===== config.mk =====
export PLATFORM = sky130hd
export DESIGN_NAME = rx_uart_fifo
export DESIGN_NICKNAME = d
export VERILOG_FILES = /design/src/rtl/rx_uart_fifo.sv
export SDC_FILE = /design/constraint.sdc
export NUM_CORES = 1
export LEC_CHECK = 0
export ABC_AREA = 1
export BUFFER_PORTS_ARGS = -buffer_cell sky130_fd_sc_hd__clkbuf_2
export CORE_MARGIN = 8
export CORE_UTILIZATION = 50
export DETAILED_ROUTE_END_ITERATION = 8
export PLACE_DENSITY_LB_ADDON = 0.15
export SLEW_MARGIN = 30
export SYNTH_ARGS = -nofsm -noshare
export SYNTH_HDL_FRONTEND = slang
export SYNTH_SLANG_ARGS = --single-unit

===== constraint.sdc =====
create_clock -name clk -period 2 [get_ports clk]
set_input_delay 0.3 -clock clk [delete_from_list [all_inputs] [get_ports clk]]
set_output_delay 0.3 -clock clk [all_outputs]
set_load 0.03 [all_outputs]

===== src/rtl/rx_uart_fifo.sv =====
// Receive-side byte FIFO between the UART deserializer and the SoC read mux.
// The head byte is shown ahead of the pop; all-ones is returned when empty.
module rx_uart_fifo #(
    parameter int unsigned DEPTH     = 16,
    parameter int unsigned IRQ_LEVEL = 1
) (
    input  logic                      clk,
    input  logic                      resetn,
    input  logic                      push,
    input  logic [7:0]                rx_byte,
    input  logic                      data_rd,
    output logic [31:0]               data,
    output logic [$clog2(DEPTH):0]    count,
    output logic                      empty,
    output logic                      full,
    output logic                      overrun,
    input  logic                      clr_overrun,
    output logic                      irq
);
    localparam int unsigned AW = $clog2(DEPTH);
    localparam int unsigned CW = AW + 1;

    if (DEPTH < 2 || (DEPTH & (DEPTH - 1)) != 0) begin : g_bad_depth
        $error("rx_uart_fifo: DEPTH must be a power of two >= 2");
    end
    if (IRQ_LEVEL < 1 || IRQ_LEVEL > DEPTH) begin : g_bad_irq_level
        $error("rx_uart_fifo: IRQ_LEVEL must be in 1..DEPTH");
    end

    logic [7:0]    mem [DEPTH];
    logic [AW-1:0] wr_ptr;
    logic [AW-1:0] rd_ptr;
    logic          do_push;
    logic          do_pop;

    // A pop on a full FIFO frees the slot the same cycle's push lands in.
    always_comb begin
        do_pop  = data_rd && !empty;
        do_push = push && (!full || do_pop);
    end

    always_ff @(posedge clk or negedge resetn) begin
        if (!resetn) begin
            wr_ptr  <= '0;
            rd_ptr  <= '0;
            count   <= '0;
            overrun <= 1'b0;
        end else begin
            if (do_push) begin
                wr_ptr <= wr_ptr + AW'(1);
            end
            if (do_pop) begin
                rd_ptr <= rd_ptr + AW'(1);
            end
            case ({do_push, do_pop})
                2'b10:   count <= count + CW'(1);
                2'b01:   count <= count - CW'(1);
                default: count <= count;
            endcase
            // Setting wins over a same-cycle clear.
            if (push && !do_push) begin
                overrun <= 1'b1;
            end else if (clr_overrun) begin
                overrun <= 1'b0;
            end
        end
    end

    // Storage carries no reset; validity is tracked by count alone.
    always_ff @(posedge clk) begin
        if (do_push) begin
            mem[wr_ptr] <= rx_byte;
        end
    end

    always_comb begin
        empty = (count == '0);
        full  = (count == CW'(DEPTH));
        irq   = (count >= CW'(IRQ_LEVEL));
        data  = empty ? 32'hFFFF_FFFF : {24'b0, mem[rd_ptr]};
    end

endmodule


== Word level (Yosys, flattened, before mapping) ==
Memory sizes are Yosys's and may differ from the RTL's.
Index checks and enable logic that the tools add are counted.

* Flip-flop bits (word level): 14
* RAM bits: 128
* Word-level logic and storage cells: 29
* Memories kept: 1

{| class="wikitable"
|+ Memory list
! name !! words !! width !! read ports !! clocked after Yosys merged registers in !! wr ports !! line !! source
|-
| mem || 16 || 8 || 1 || 0 || 1 || 30 || <nowiki>logic [7:0] mem [DEPTH];</nowiki>
|}

* Add/sub/neg operators: 4
* Magnitude comparators: 1
* Eq/ne operators: 3
* Multiplexer cells: 6
* Reductions and logical operators: 10

{| class="wikitable"
|+ Operators with widths
! cell !! count
|-
| $mux 32 || 1
|-
| $pmux 5 s2 || 1
|-
| $add 4x1->4 const B || 2
|-
| $add 5x1->5 const B || 1
|-
| $eq 5x5->1 const B || 1
|-
| $ge 5x1->1 const B || 1
|-
| $logic_not 5->1 || 1
|-
| $sub 5x1->5 const B || 1
|-
| $mux 1 || 4
|-
| $reduce_bool 2->1 || 2
|-
| $logic_and 1x1->1 || 3
|-
| $logic_not 1->1 || 3
|-
| $eq 2x1->1 const B || 1
|-
| $eq 2x2->1 const B || 1
|-
| $logic_or 1x1->1 || 1
|}

== Logic depth before layout (Yosys ltp) ==
Gate-level depths: netlist of run 1.

* Depth after elaboration: 8
* Depth in mapped cells: 9

== Least setup slack after synthesis of run 1 ==
OpenSTA, ideal clock, no wires.

* Path type: flip-flop to output port
* Start: register count[0]
* End: output port data[10]
* Arrival time: 2.066 ns
* Setup slack: -0.366 ns
* Cell stages (with the launch flop): 7
* Path through: dfrtp_1 > inv_1 > ha_1 > nand3_4 > buf_2 > inv_1 > buf_4

* Word-level cells in the longest chain between the ends: 2

{| class="wikitable"
|+ RTL lines
! item !! line !! source
|-
| start, declared || 13 || <nowiki>output logic [$clog2(DEPTH):0] count,</nowiki>
|-
| start signal, assigned || 56 || <nowiki>2'b10: count <= count + CW'(1);</nowiki>
|-
| start signal, assigned || 57 || <nowiki>2'b01: count <= count - CW'(1);</nowiki>
|-
| start signal, assigned || 58 || <nowiki>default: count <= count;</nowiki>
|-
| $logic_not 5->1 || 77 || <nowiki>empty = (count == '0);</nowiki>
|-
| net empty || 14 || <nowiki>output logic empty,</nowiki>
|-
| $mux 32 || 80 || <nowiki>data = empty ? 32'hFFFF_FFFF : {24'b0, mem[rd_ptr]};</nowiki>
|-
| end, declared || 12 || <nowiki>output logic [31:0] data,</nowiki>
|}

The timed path passes the listed nets, and every way through them passes these cells.

== Final worst setup path of run 1 ==
* Start: register rd_ptr[0]
* End: output port data[5]

* Word-level cells in the longest chain between the ends: 2

{| class="wikitable"
|+ RTL lines
! item !! line !! source
|-
| start, declared || 32 || <nowiki>logic [AW-1:0] rd_ptr;</nowiki>
|-
| start signal, assigned || 53 || <nowiki>rd_ptr <= rd_ptr + AW'(1);</nowiki>
|-
| $mem_v2 16x8 || n/a ||
|-
| $mux 32 || 80 ||
|}

Every way passes these cells.

==> flow_summary.yaml, run 1 <==
clock_tree:
  clk_pin_slew_worst_paths_ps: 60
  cts_buffers: 17
  cts_max_level: 4
  clk_path_buf_depth: 2
  cts.sink_count: 142
  clk_latency_ps: 420
  cts_tree: "built"
  cts_root_buf: "clkbuf_16"
floorplanning:
  io_pins: 54
  num_rows: 42
  die-area_sq_um: 17200
  start_util: 0.506
  die_y_um: 131
  core_area_sq_um: 13100
  die_w_um: 131
outcome:
  violations: "setup timing"
  outcome: "complete, but fails checks"
critical_path:
  crit_path_max_incr_delay_ps: 480
  arrival_ps: 1810
  critPathBufInv: 3
  regToRegSetupSlack_ps: 160
  worstPathMaxFanout: 16
  cpMaxStageDelayCell: "dfrtp_2"
  path_cells: "inv_8 -> buf_12 -> nand2_1 -> nand2_1 -> nand2_1 -> nand3_1 -> nand3_1 -> nand3_2 -> clkbuf_8"
  crit_type: "reg -> out"
  cp-end-kind: "output pin"
  cp_top_family: "flip-flops"
  start_kind: "register"
  crit_required_ps: 1700
  worst_path_most_repeated_cell: "nand2_1"
synth:
  synth_cells: 658
  ys_async_sr_fraction: 0.0986
  synth_area_leaders: "edfxtp_1 58%, nand2_1 11%, nand3_1 7.7%, dfrtp_1 5.3%, inv_1 4.5%"
  synth-edff-count: 128
  seq_area_frac_synth: 0.633
  yosysTopAreaCellShare: 0.580
  synthesis.area_per_instance_sq_um: 10.1
  synth_common_cells: "196 x nand2_1, 128 x edfxtp_1, 102 x nand3_1"
  ys.flop_type: "edfxtp_1"
  yosysUniqueCellTypes: 26
  syn_nets: 680
  synth_most_common_cell: "nand2_1"
  ys_ff_latch: 142
  ys_warn_count: 0
  netlist_area_sq_um: 6620
  synth_top_cell_by_area: "edfxtp_1"
place:
  placed_cells: 869
  dp_hpwl_mm: 9.86
  dp_slack_ps: 148
  gp_congestion: 0.832
  port_buffers: 53
timing:
  hold_viol_final: 0
  drv_slew: 0
  timing.setup.tns_ps: -763
  relSlewSlack: 0.730
  tightestPinTransition_ps: 402
  min_period_ps: 2110
  rsz0062_at_grt: "true"
  min_period_over_period: 1.05
  max_freq_mhz: 474
  fin_ws_ps: -110
  holdWs_ps: 82.5
  final.setup_skew_ps: 9.70
  setup_viol: 8
min_path:
  worstHoldPathType: "in -> reg"
final_layout:
  areaGrowthSynthToFinish_pct: 24.4
  nNetsFinal: 754
  antennaDiodeCount: 0
  final_layout_size_suffix_gt1_frac: 0.258
  finalNonFillerCells: 921
route:
  wl_mm: 16.0
  viasPerCell: 5.13
  drt_iter0_markers: 387
  dr.pass1.iters: 5
  wl_per_cell_um: 17.3
  drtAntennaViolNets: 0
  vias: 4722
  drc: 0
power:
  power.density_nw_per_um2: 1630
  max-vdd-ir-drop_v: 0.000757
  p_leak_nw: 3.60
  total_power_mw: 13.4
grt:
  grt_pass1_vias: 4650
  grt_max_degree: 23
  grt_first_pass_wirelength_mm: 24.4
  grtUsageTotal: 0.184
  overflow: 0
  antenna_found_initial: 0
flow_run:
  drv_cap: 0
## logic make-up after synthesis
logic type               synth area share
adder cells (fa/ha/maj)            0.0170
buffers and inverters              0.0978
AO/OA/AOI/OAI                      0.0115
flip-flops                          0.633
AND/OR/NAND/NOR                     0.230
XOR/XNOR                           0.0106
## worst paths after layout
path	from	to	cells after the start
worst max register to register	count[0]	mem[13][1]	9
worst min-delay path	clr_overrun	overrun	2
worst max-delay path	rd_ptr[0]	data[5]	9
max in group asynchronous	resetn	rd_ptr[2]	2
min in group asynchronous	resetn	overrun	2
worst min register to register	overrun	overrun	2
## sequential cells by signal, indices dropped and copies added (netlist names)
register	cells
mem	128
count	5
rd_ptr	4
wr_ptr	4
overrun	1
## report_power, final
part	switching, mW	internal, mW
Sequential	0.249	3.63
Clock	1.21	1.83
Combinational	4.01	2.50
Total	5.47	7.96
## layer usage
metal / part of all wire / vias up / global-route usage / wire [um]
met5: 0 / - / 0 / 0
met4: 0.024 / 0 / 0.0872 / 384
met3: 0.061 / 25 / 0.0507 / 970
met2: 0.51 / 139 / 0.311 / 8200
met1: 0.40 / 2282 / 0.213 / 6420
li1: - / 2276 / - / -
## area by class of cell
class	count	area (sq um)
timing repair buffer	103	928
clock inverter	14	143
inverter	86	342
timing repair inverter	3	22.5
sequential	142	4200
fill	1010	4840
multi-input combinational	379	1950
tap	176	220
clock buffer	18	429
## metrics by stage
| stage | utilization | instance area (sq um) |
|---|---|---|
| after floorplan | - | 6740 |
| after global placement | 0.541 | 7080 |
| after detailed placement | 0.541 | 7080 |
| after CTS | 0.609 | 7980 |
| after global routing | 0.630 | 8240 |
| final | 0.630 | 8240 |
## what timing repair did
action,4_1_cts,5_1_grt
buffers inserted,4,9
endpoints found under the setup margin,33,34
hold endpoints to repair,14,0
pin swaps,2,3
gates resized for setup,57,61
gates cloned,4,2
hold buffers,1,0
## cell usage in the layout (no fill, tap or decap), types with 2 or more instances in the layout
cell / instances
nand2_1: 194
edfxtp_1: 128
inv_1: 76
nand3_1: 74
buf_4: 35
nor2_1: 34
nand3_2: 27
clkbuf_2: 20
clkbuf_16: 19
buf_2: 16
o21ai_1: 11
buf_6: 10
xor2_1: 8
ha_1: 8
clkinvlp_4: 7
nand2_2: 7
dfrtp_2: 7
dfrtp_1: 7
buf_12: 7
clkinv_1: 5
buf_8: 5
nand3_4: 4
clkbuf_8: 4
inv_2: 3
inv_4: 3
nand4_1: 3
inv_6: 3
clkinv_4: 2
bufinv_16: 2
clkbuf_4: 2
Power figures use the tool's default switching activity.
==> run 2, diff against run 1 <==
--- a/config.mk
+++ b/config.mk
@@ -11,6 +11,7 @@
 export CORE_UTILIZATION = 50
 export DETAILED_ROUTE_END_ITERATION = 8
 export PLACE_DENSITY_LB_ADDON = 0.15
+export SETUP_SLACK_MARGIN = 0.05
 export SLEW_MARGIN = 30
 export SYNTH_ARGS = -nofsm -noshare
 export SYNTH_HDL_FRONTEND = slang
==> run 2 against run 1 <==
- the run still ends with setup timing left
- clock-buffer cell count did not move
- global-route usage rose by 0.56 points
- largest cell class unchanged
- total power rose by 8.7%
- non-clock buffer count rose by 10
==> flow_summary.yaml, run 2 (synthesis gave the netlist of run 1 again) <==
min_path:
  whs_path_depth: 2
  worstHoldPathType: "in -> reg"
  min_from: "clr_overrun"
  min_to: "overrun"
flow_run:
  drv_cap: 0
grt:
  grt_pass1_vias: 4722
  antenna_found_initial: 0
  grt_max_degree: 23
  overflow: 0
  grtUsageTotal: 0.190
  grt_first_pass_wirelength_mm: 25.2
floorplanning:
  num_rows: 42
  die_w_um: 131
  die-area_sq_um: 17200
  die_y_um: 131
  start_util: 0.506
  core_area_sq_um: 13100
  io_pins: 54
final_layout:
  regMostFlops: "mem"
  nNetsFinal: 765
  antennaDiodeCount: 0
  final_core_util: 0.670
  mostFrequentLayoutCells: "189 x nand2_1, 128 x edfxtp_1, 76 x inv_1"
  n_fill_cell: 926
  layout_commonest_cell: "nand2_1"
  reg_top3: "mem (128), count (5)"
  multi_input_area_sq_um: 2090
  ff_latch_area_sq_um: 4200
  areaGrowthSynthToFinish_pct: 32.3
  largest_register_ffs: 128
  finalNonFillerCells: 932
  final_layout_size_suffix_gt1_frac: 0.303
clock_tree:
  cts_root_buf: "clkbuf_16"
  clk_pin_slew_worst_paths_ps: 60
  cts.sink_count: 142
  cts_max_level: 4
  cts_tree: "built"
  cts_buffers: 17
  clk_latency_ps: 420
  clk_path_buf_depth: 2
critical_path:
  crit_path_max_incr_delay_ps: 410
  r2r-end: "mem[9][5]"
  crit_type: "reg -> out"
  start_kind: "register"
  cp-end-kind: "output pin"
  path_cells: "buf_12 -> buf_12 -> nor2_1 -> nor2_1 -> o21ai_1 -> nand3_1 -> nand3_2 -> nand3_2 -> clkbuf_8"
  crit_required_ps: 1700
  timing.rr.start: "count[0]"
  regToRegSetupSlack_ps: 180
  worstPathMaxFanout: 7
  arrival_ps: 1860
  cp_top_family: "buffers and inverters"
  cpMaxStageDelayCell: "dfrtp_2"
  critPathBufInv: 3
  worstRegToRegCells: 9
timing:
  hold_viol_final: 0
  min_period_over_period: 1.08
  drv_slew: 0
  rsz0062_at_grt: "true"
  relSlewSlack: 0.704
  final.setup_skew_ps: 9.14
  max_freq_mhz: 463
  fin_ws_ps: -159
  tightestPinTransition_ps: 441
  setup_viol: 27
  min_period_ps: 2160
place:
  dp_slack_ps: 148
  placed_cells: 869
  gp_congestion: 0.832
  port_buffers: 53
  dp_hpwl_mm: 9.86
power:
  max-vdd-ir-drop_v: 0.000812
  p_int_mw: 8.71
  power.density_nw_per_um2: 1670
  sw_frac_of_total: 0.403
  p_clk_frac: 0.209
  comb_power_share: 0.528
  p_switching_mw: 5.89
  seq_power_share: 0.264
  p_leak_nw: 3.79
  total_power_mw: 14.6
outcome:
  outcome: "complete, but fails checks"
  violations: "setup timing"
route:
  drc: 0
  drtAntennaViolNets: 0
  wl_mm: 16.9
  dr.pass1.iters: 4
  viasPerCell: 5.14
  wl_per_cell_um: 18.1
  vias: 4788
  drt_iter0_markers: 353
==> run 2: changes by cell type in the layout (fill, tap and decap cells not counted), sizes merged <==
cell,delta
inv,+1
buf,+12
bufbuf,+1
clkbuf,-3
==> run 2: power by group through the flow <==
stage / registers, mW / logic [mW] / clock network (mW)
floorplan: 3.93 / 3.95 / 0
global placement: 3.91 / 5.07 / 0
detailed placement: 3.93 / 5.13 / 0
CTS: 3.85 / 6.38 / 3.08
global route: 3.89 / 8.21 / 3.19
finish: 3.85 / 7.70 / 3.04
==> run 2: repair_timing <==
action	CTS	global route
hold buffers	1	0
endpoints found under the hold margin	14	0
resized for setup	99	98
buffers inserted	9	10
pin swaps	3	28
setup endpoints to repair	34	34
gates cloned	5	8
==> run 2: metal layers <==
metal	vias up	routed length [um]	global-route usage
li1	2302	-	-
met1	2314	7050	0.222
met2	142	8480	0.320
met3	30	839	0.0488
met4	0	538	0.0891
met5	-	0	0
==> run 2: through the flow <==
step / cell area (sq um) / TNS [ps] / hold WS, ps
floorplan: 6740 / -4240 / 4.41
global placement: 7080 / 0 / 237
detailed placement: 7080 / 0 / 243
CTS: 8230 / -1010 / 70.8
global route: 8760 / -3660 / 82.5
finish: 8760 / -2080 / 84.0
==> run 2: how the worst max path moves through the flow <==
stage	startpoint	endpoint	slack, ps	cells after the start
after detailed placement	count[0]	data[17]	150	5
final	rd_ptr[0]	data[6]	-160	9
after CTS	rd_ptr[0]	data[1]	-140	8
after floorplan	count[1]	data[10]	-180	6
after global placement	count[1]	data[11]	190	5
after global routing	rd_ptr[0]	data[6]	-250	9
==> run 2: cell type report <==
| type | count | area share |
|---|---|---|
| Sequential cell | 142 | 0.480 |
| Clock buffer | 18 | 0.0490 |
| Multi-Input combinational cell | 379 | 0.239 |
| Inverter | 86 | 0.0396 |
| Tap cell | 176 | 0.0251 |
| Clock inverter | 14 | 0.0163 |
| Timing Repair inverter | 4 | 0.00386 |
| Timing Repair Buffer | 113 | 0.148 |
